## config.mk

```make
export PLATFORM = sky130hd
export DESIGN_NAME = fetch_queue
export DESIGN_NICKNAME = d
export VERILOG_FILES = /design/src/rtl/mips_pkg.sv /design/src/rtl/fq_storage.sv /design/src/rtl/fetch_queue.sv
export SDC_FILE = /design/constraint.sdc
export NUM_CORES = 1
export LEC_CHECK = 0
export ABC_AREA = 1
export BUFFER_PORTS_ARGS = -buffer_cell sky130_fd_sc_hd__buf_2
export CAP_MARGIN = 25
export CORE_ASPECT_RATIO = 0.7
export CORE_MARGIN = 5
export CORE_UTILIZATION = 25
export DETAILED_ROUTE_END_ITERATION = 16
export MAX_ROUTING_LAYER = met4
export SLEW_MARGIN = 20
export SYNTH_ARGS = -nofsm -noshare
export SYNTH_HDL_FRONTEND = slang
export SYNTH_SLANG_ARGS = --single-unit
```

## constraint.sdc

```tcl
create_clock -name clk -period 10.2 [get_ports clk]
set_input_delay 0.51 -clock clk [delete_from_list [all_inputs] [get_ports clk]]
set_output_delay 0.51 -clock clk [all_outputs]
set_load 0.02 [all_outputs]
```

## src/rtl/mips_pkg.sv

```systemverilog
// Shared MIPS pipeline definitions: reset PC, the NOP encoding and the
// {pc, instr} entry carried between fetch and decode.
package mips_pkg;

  localparam logic [31:0] PC_RESET_DEFAULT = 32'h0040_0000;
  localparam logic [31:0] INSTR_NOP        = 32'h0000_0000;

  typedef struct packed {
    logic [31:0] pc;
    logic [31:0] instr;
  } fq_entry_t;

endpackage

```

## src/rtl/fq_storage.sv

```systemverilog
// Prefetch queue entry array: one synchronous write port and one combinational read port.
// The array has no reset because the empty queue masks its contents on the head outputs.
module fq_storage #(
  parameter int unsigned DEPTH = 4,
  parameter int unsigned WIDTH = 64,
  parameter int unsigned PW    = $clog2(DEPTH)
) (
  input  logic             clk,
  input  logic             we,
  input  logic [PW-1:0]    waddr,
  input  logic [WIDTH-1:0] wdata,
  input  logic [PW-1:0]    raddr,
  output logic [WIDTH-1:0] rdata
);

  logic [WIDTH-1:0] mem [DEPTH];

  always_ff @(posedge clk) begin
    if (we) mem[waddr] <= wdata;
  end

  assign rdata = mem[raddr];

endmodule

```

## src/rtl/fetch_queue.sv

```systemverilog
// Instruction prefetch queue between IF and ID: owns the fetch PC, buffers
// fetched {pc, instr} pairs, and supports flush/redirect, halt and statistics.
module fetch_queue
  import mips_pkg::*;
#(
  parameter int unsigned        DATA_W   = 32,
  parameter int unsigned        ADDR_W   = 32,
  parameter int unsigned        DEPTH    = 4,
  parameter logic [ADDR_W-1:0]  PC_RESET = PC_RESET_DEFAULT
) (
  input  logic                     clk,
  input  logic                     rst_n,
  output logic [ADDR_W-1:0]        imem_addr_o,
  input  logic [DATA_W-1:0]        imem_data_i,
  input  logic                     halt_i,
  input  logic                     flush_i,
  input  logic [ADDR_W-1:0]        flush_pc_i,
  output logic                     id_valid_o,
  input  logic                     id_ready_i,
  output logic [DATA_W-1:0]        id_instr_o,
  output logic [ADDR_W-1:0]        id_pc_o,
  output logic [ADDR_W-1:0]        id_pcplus4_o,
  output logic [$clog2(DEPTH):0]   count_o,
  output logic [31:0]              fetched_cnt_o,
  output logic [31:0]              discarded_cnt_o
);

  localparam int unsigned PW = $clog2(DEPTH);
  localparam int unsigned CW = PW + 1;
  localparam int unsigned EW = ADDR_W + DATA_W;

  logic [ADDR_W-1:0] pc;
  logic [PW-1:0]     wr_ptr, rd_ptr;
  logic [CW-1:0]     count;
  logic [31:0]       fetched_cnt, discarded_cnt;
  logic              push, pop;
  logic [EW-1:0]     rd_entry;
  logic [ADDR_W-1:0] head_pc;
  logic [DATA_W-1:0] head_instr;

  fq_storage #(
    .DEPTH (DEPTH),
    .WIDTH (EW),
    .PW    (PW)
  ) u_storage (
    .clk   (clk),
    .we    (push),
    .waddr (wr_ptr),
    .wdata ({pc, imem_data_i}),
    .raddr (rd_ptr),
    .rdata (rd_entry)
  );

  assign head_pc    = rd_entry[EW-1:DATA_W];
  assign head_instr = rd_entry[DATA_W-1:0];

  assign id_valid_o = (count != '0);
  assign pop        = id_valid_o && id_ready_i;
  // A full queue still accepts a push when the head leaves in the same cycle.
  assign push       = !flush_i && !halt_i && ((count < CW'(DEPTH)) || pop);

  always_ff @(posedge clk or negedge rst_n) begin
    if (!rst_n) begin
      pc            <= PC_RESET;
      wr_ptr        <= '0;
      rd_ptr        <= '0;
      count         <= '0;
      fetched_cnt   <= '0;
      discarded_cnt <= '0;
    end else if (flush_i) begin
      // A head offered this cycle is counted as discarded, not as accepted.
      count         <= '0;
      rd_ptr        <= wr_ptr;
      pc            <= {flush_pc_i[ADDR_W-1:2], 2'b00};
      discarded_cnt <= discarded_cnt + 32'(count);
    end else begin
      if (push) begin
        wr_ptr      <= wr_ptr + PW'(1);
        pc          <= pc + ADDR_W'(4);
        fetched_cnt <= fetched_cnt + 32'd1;
      end
      if (pop) rd_ptr <= rd_ptr + PW'(1);
      count <= count + CW'(push) - CW'(pop);
    end
  end

  assign imem_addr_o     = pc;
  assign count_o         = count;
  assign fetched_cnt_o   = fetched_cnt;
  assign discarded_cnt_o = discarded_cnt;

  assign id_instr_o   = id_valid_o ? head_instr : DATA_W'(INSTR_NOP);
  assign id_pc_o      = id_valid_o ? head_pc : '0;
  assign id_pcplus4_o = id_valid_o ? head_pc + ADDR_W'(4) : '0;

endmodule

```

; After elaboration in Yosys (flattened, before gate mapping)
; Memories as Yosys holds them, arrays and structs flattened.
; Index checks and enable logic that the tools add are counted.
[op_classes]
n_addsub = 8
n_lt_le_gt_ge = 1
n_mux = 10
bitwise_logic = 1
reduce_logical = 10
[ops]
columns = op, count
row1 = 32-bit 2-to-1 mux, 5
row2 = 32-bit by 3-bit adder with 32-bit output (second input constant), 2
row3 = 32-bit by 1-bit adder with 32-bit output (second input constant), 1
row4 = 32-bit by 3-bit adder with 32-bit output, 1
row5 = 2-bit by 1-bit adder with 2-bit output (second input constant), 2
row6 = 2-bit 2-to-1 mux, 2
row7 = 2-bit nonzero test, 2
row8 = 3-bit by 1-bit adder with 3-bit output, 1
row9 = 1-bit logical AND, 3
row10 = 3-bit less-than comparator (second input constant), 1
row11 = 3-bit 2-to-1 mux, 1
row12 = 3-bit nonzero test, 1
row13 = 3-bit by 1-bit subtractor with 3-bit output, 1
row14 = 1-bit zero test, 2
row15 = 1-bit 2-to-1 mux, 2
row16 = 2-bit AND reduction, 1
row17 = 1-bit logical OR, 1
row18 = 1-bit inverter, 1
[word_totals]
reg_bits = 103
mem_bits_rw = 256
inputBits = 69
out_inout_bits = 196
wordCells = 37
memories = 1
[memory_table]
columns = memory, depth, word_bits, read_ports, rd_ports_with_merged_regs, write_ports, line_no
row1 = u_storage.mem, 4, 64, 1, 0, 1, fq_storage.sv:16  ; logic [WIDTH-1:0] mem [DEPTH];

; Longest topological paths before layout
[logic_depth]
ltp_word = 7
mapped_depth = 17
ltp_nobuf = 15

; Modules after synthesis
; A second synthesis with hierarchy kept.
[unflattened]
cells_unflattened = 2235
hier_area_um2 = 18569.1
[modules_own_cells]
columns = mod, n_inst, cells_each, area_per_inst_um2, seq_area_each_um2
row1 = fq_storage, 1, 1010, 10761.6, 7687.4
row2 = fetch_queue, 1, 1225, 7807.5, 2528.7

; Least setup slack after synthesis
; OpenSTA, ideal clock, no wires.
[synth_path]
path_type = input port to flip-flop
start = input port flush_i
end = memory u_storage.mem[0][0], enable pin
setup_time_ns = 0.482
arrival_ns = 3.614
required_ns = 9.718
setup_slack_ns = 6.103
cell_stages = 4
n_path_buf = 1
path_cell_list = nor2_1 > nand2_2 > clkbuf_1 > nor2_1
[synth_between]
elab_chain_len = 5
[synth_rtl]
columns = element, line_no
row1 = start: declaration, fetch_queue.sv:16  ; input logic flush_i,
row2 = 1-bit zero test, fetch_queue.sv:60  ; assign push = !flush_i && !halt_i && ((count < CW'(DEPTH)) || pop);
row3 = 1-bit logical AND (2 in series), fetch_queue.sv:60
row4 = 1-bit 2-to-1 mux, fq_storage.sv:19  ; if (we) mem[waddr] <= wdata;
row5 = 1-bit 2-to-1 mux (implied by the code), fq_storage.sv:19
row6 = end: declaration, fq_storage.sv:16
; No other way between the ends.

; Worst setup path after layout
[layout_path]
start = register rd_ptr[0]
end = output port id_pcplus4_o[16]
[layout_between]
elab_chain_len = 3
[layout_rtl]
columns = element, line_no
row1 = start: declaration, fetch_queue.sv:33  ; logic [PW-1:0] wr_ptr, rd_ptr;
row2 = start signal: assignment, fetch_queue.sv:73  ; rd_ptr <= wr_ptr;
row3 = start signal: assignment, fetch_queue.sv:82  ; if (pop) rd_ptr <= rd_ptr + PW'(1);
row4 = memory read 4 x 64 bit, n/a
row5 = 32-bit by 3-bit adder with 32-bit output, fetch_queue.sv:94  ; assign id_pcplus4_o = id_valid_o ? head_pc + ADDR_W'(4) : '0;
row6 = 32-bit 2-to-1 mux, fetch_queue.sv:94
row7 = end: declaration, fetch_queue.sv:22  ; output logic [ADDR_W-1:0] id_pcplus4_o,
; No other way between the ends.

==> impl_metrics.csv <==
group,metric,value,unit
drt,via_per_inst,4.38,
setup_path,worstPathRequired,9.69,ns
yosys,synth_cell_types,37,
yosys,synth_edf_count,248,
sta,max_slew_margin,0.332,
placement,gp_congestion,0.865,
hold_path,worstHoldPathType,"in2async",
yosys,synth_area_leaders,"edfxtp_1 44%, dfrtp_1 15%, nand2_1 12%, nor2_1 6.7%, nand3_1 3.5%",
drt,routed_wirelength,52600,µm
layout,area.growth.synth_to_final,20.4,%
grt,grt_max_degree,133,
cts,cts-root-buf,"clkbuf_16",
cts,path_clk_slew,0.06,ns
yosys,syn_area,0.0169,mm²
setup_path,end_kind,"output pin",
grt,antenna_found_initial,14,
sta,min_period,4.72,ns
yosys,ys_seq_elements,349,
setup_path,critical_path_class,"reg2out",
grt,grt_use_total,0.144,
setup_path,path_max_fanout,81,
placement,io_buffers,256,
sta,hold_viol,0,
cts,cts_tree,"built",
cts,cts.path.max_buffers,3,
sta,setup_violations,0,
drt,drc,0,
floorplanning,coreArea,0.0666,mm²
sta,grt_setup_unrepaired,"no",
placement,place.detailed.hpwl,36400,µm
job,drv_cap,0,
drt,antenna_left,0,
floorplanning,start_util,0.253,
setup_path,r2r_setup_slack,7.42,ns
sta,fin_skew,0.0243,ns
yosys,yosysTopAreaCell,"edfxtp_1",
drt,detailedRoute.firstPassIterationCount,5,
yosys,synthFlopType,"edfxtp_1",
setup_path,cp-start-kind,"register",
sta,final_max_slew_viol_count,0,
cts,post-cts-setup-buffers,0,
floorplanning,die_area,0.0729,mm²
grt,grt_pass1_vias,12506,
cts,cts.sinks,349,
yosys,synth_top_area_frac,0.441,
sta,fmax,0.212,GHz
cts,cts_resized,0,
drt,wl_per_cell,17.4,µm
drt,drt_iter0_markers,791,
floorplanning,fp.dieH,227,µm
cts,holdBufCountCts,0,
pwr,peakVddDrop,0.127,mV
layout,fin_nets,2171,
cts,htree_num_levels,2,
yosys,avgSynthCellArea,9.13,µm²
pwr,finalPower,5.51,mW
floorplanning,fp.dieW,320,µm
sta,finalCritPeriodShare,0.463,
sta,worst_pin_slew,1.00,ns
pwr,p_per_area,271,mW/mm²
grt,grt_pass1_wl,78100,µm
layout,layout-drive-gt1-share,0.167,
sta,post-route-worst-setup-slack,5.48,ns
cts,numCtsBuffers,37,
pwr,p_leak,8.66,nW
placement,pre_cts_slack,6.02,ns
yosys,syn_inst,1848,
grt,grt_overflow,0,
floorplanning,ios,265,
yosys,async_reset_ff_frac,0.289,
yosys,seq_area_frac_synth,0.591,
yosys,yosysWarnings,0,
status,outcome,"completed",
cts,worstSkewPairLatency,0.56,ns
drt,vias,13263,
floorplanning,rows,79,
setup_path,worstPathArrival,4.21,ns
sta,fin_setup_tns,0,ns
[power by group]
part	switching, mW	internal [mW]
Clock	0.573	0.797
Combinational	1.63	0.609
Sequential	0.190	1.71
[worst max-delay path, cell delays in order, from the launching register on]
cell	delay, ns
dfrtp_4	0.86
buf_4	0.79
nand2_1	0.15
nand2_1	0.12
nand2_1	0.06
nand2_1	0.13
ha_1	0.17
nand3_1	0.12
nor2_2	0.14
nand2_1	0.16
nor2_2	0.28
o21ai_0	0.12
nor2_1	0.26
buf_2	0.23
[flip-flops by register name, indices dropped and copies added (netlist names)]
register         count
u_storage.mem      248
discarded_cnt_o     32
fetched_cnt_o       32
imem_addr_o         30
count_o              3
rd_ptr               2
wr_ptr               2
[cell families (layout without fill, tap and decap cells)]
group / after synthesis / after routing / share of synthesized area
other cells: 1 / 24 / 0.000222
fa+ha+maj: 14 / 14 / 0.0113
buf+inv: 198 / 461 / 0.0519
flops: 349 / 349 / 0.591
simple gates: 1031 / 1031 / 0.248
xor+xnor: 82 / 82 / 0.0426
compound gates: 173 / 173 / 0.0551
[routing by layer]
layer / vias to the layer above / GRT usage / wire, µm
li1: 6581 / - / -
met4: 0 / 0.0294 / 794
met1: 6240 / 0.206 / 25500
met3: 60 / 0.0436 / 4310
met2: 382 / 0.204 / 22000
met5: - / - / 0
[cells in the final DEF, fill, tap and decap left out, types with 12 or more instances in the layout]
cell	synthesis	final
nand2_1	541	541
nor2_1	299	295
buf_2	18	255
edfxtp_1	248	248
nand3_1	118	118
inv_1	118	117
dfrtp_1	100	98
o21ai_0	95	95
xor2_1	54	54
a21oi_1	53	53
clkbuf_16	0	38
nor3_1	33	33
xnor2_1	28	28
diode_2	0	18
nand4_1	16	16
buf_4	14	15
o211ai_1	12	12
nor2_2	12	12
ha_1	12	12
[Yosys cell counts, drive strengths merged (4+ instances only)]
master,number
dfrtp,100
o21ai,95
ha,12
nor4,4
nand3,118
xnor2,28
o211ai,12
nor2,314
clkbuf,30
edfxtp,248
xor2,54
o21bai,8
nand4,16
nor3,33
a21oi,53
buf,45
inv,122
nand2,544
[metrics by stage]
stage / utilization / instance area [µm²] / hold slack (ns) / std cells
after floorplan: - / 16900 / 0.214 / 1853
after global placement: 0.285 / 19000 / 0.459 / 2939
after detailed placement: 0.286 / 19000 / 0.459 / 2940
after CTS: 0.304 / 20300 / 0.0637 / 3007
after global routing: 0.305 / 20300 / 0.102 / 3021
final: 0.305 / 20300 / 0.0605 / 3025
[cell type report]
type                    instances  area (µm²)
clock buffers                  47         995
fillers                      7018       46300
multi-input cells            1306        6070
clock inverters                20         221
well taps                     891        1110
flip-flops and latches        349        9980
diodes                         18        45.0
repair buffers                271        1420
inverters                     123         467
[path summary, 6_finish.rpt]
check,from,to,cells after the start
hold reg to reg,discarded_cnt_o[31],discarded_cnt_o[31],1
setup / recovery,rd_ptr[0],id_pcplus4_o[16],13
min in group clk,flush_pc_i[9],imem_addr_o[9],3
hold / removal,rst_n,discarded_cnt_o[20],1
setup reg to reg,count_o[1],discarded_cnt_o[26],12
max in group asynchronous,rst_n,rd_ptr[0],2
No activity file was read; power rests on OpenSTA's default activity.
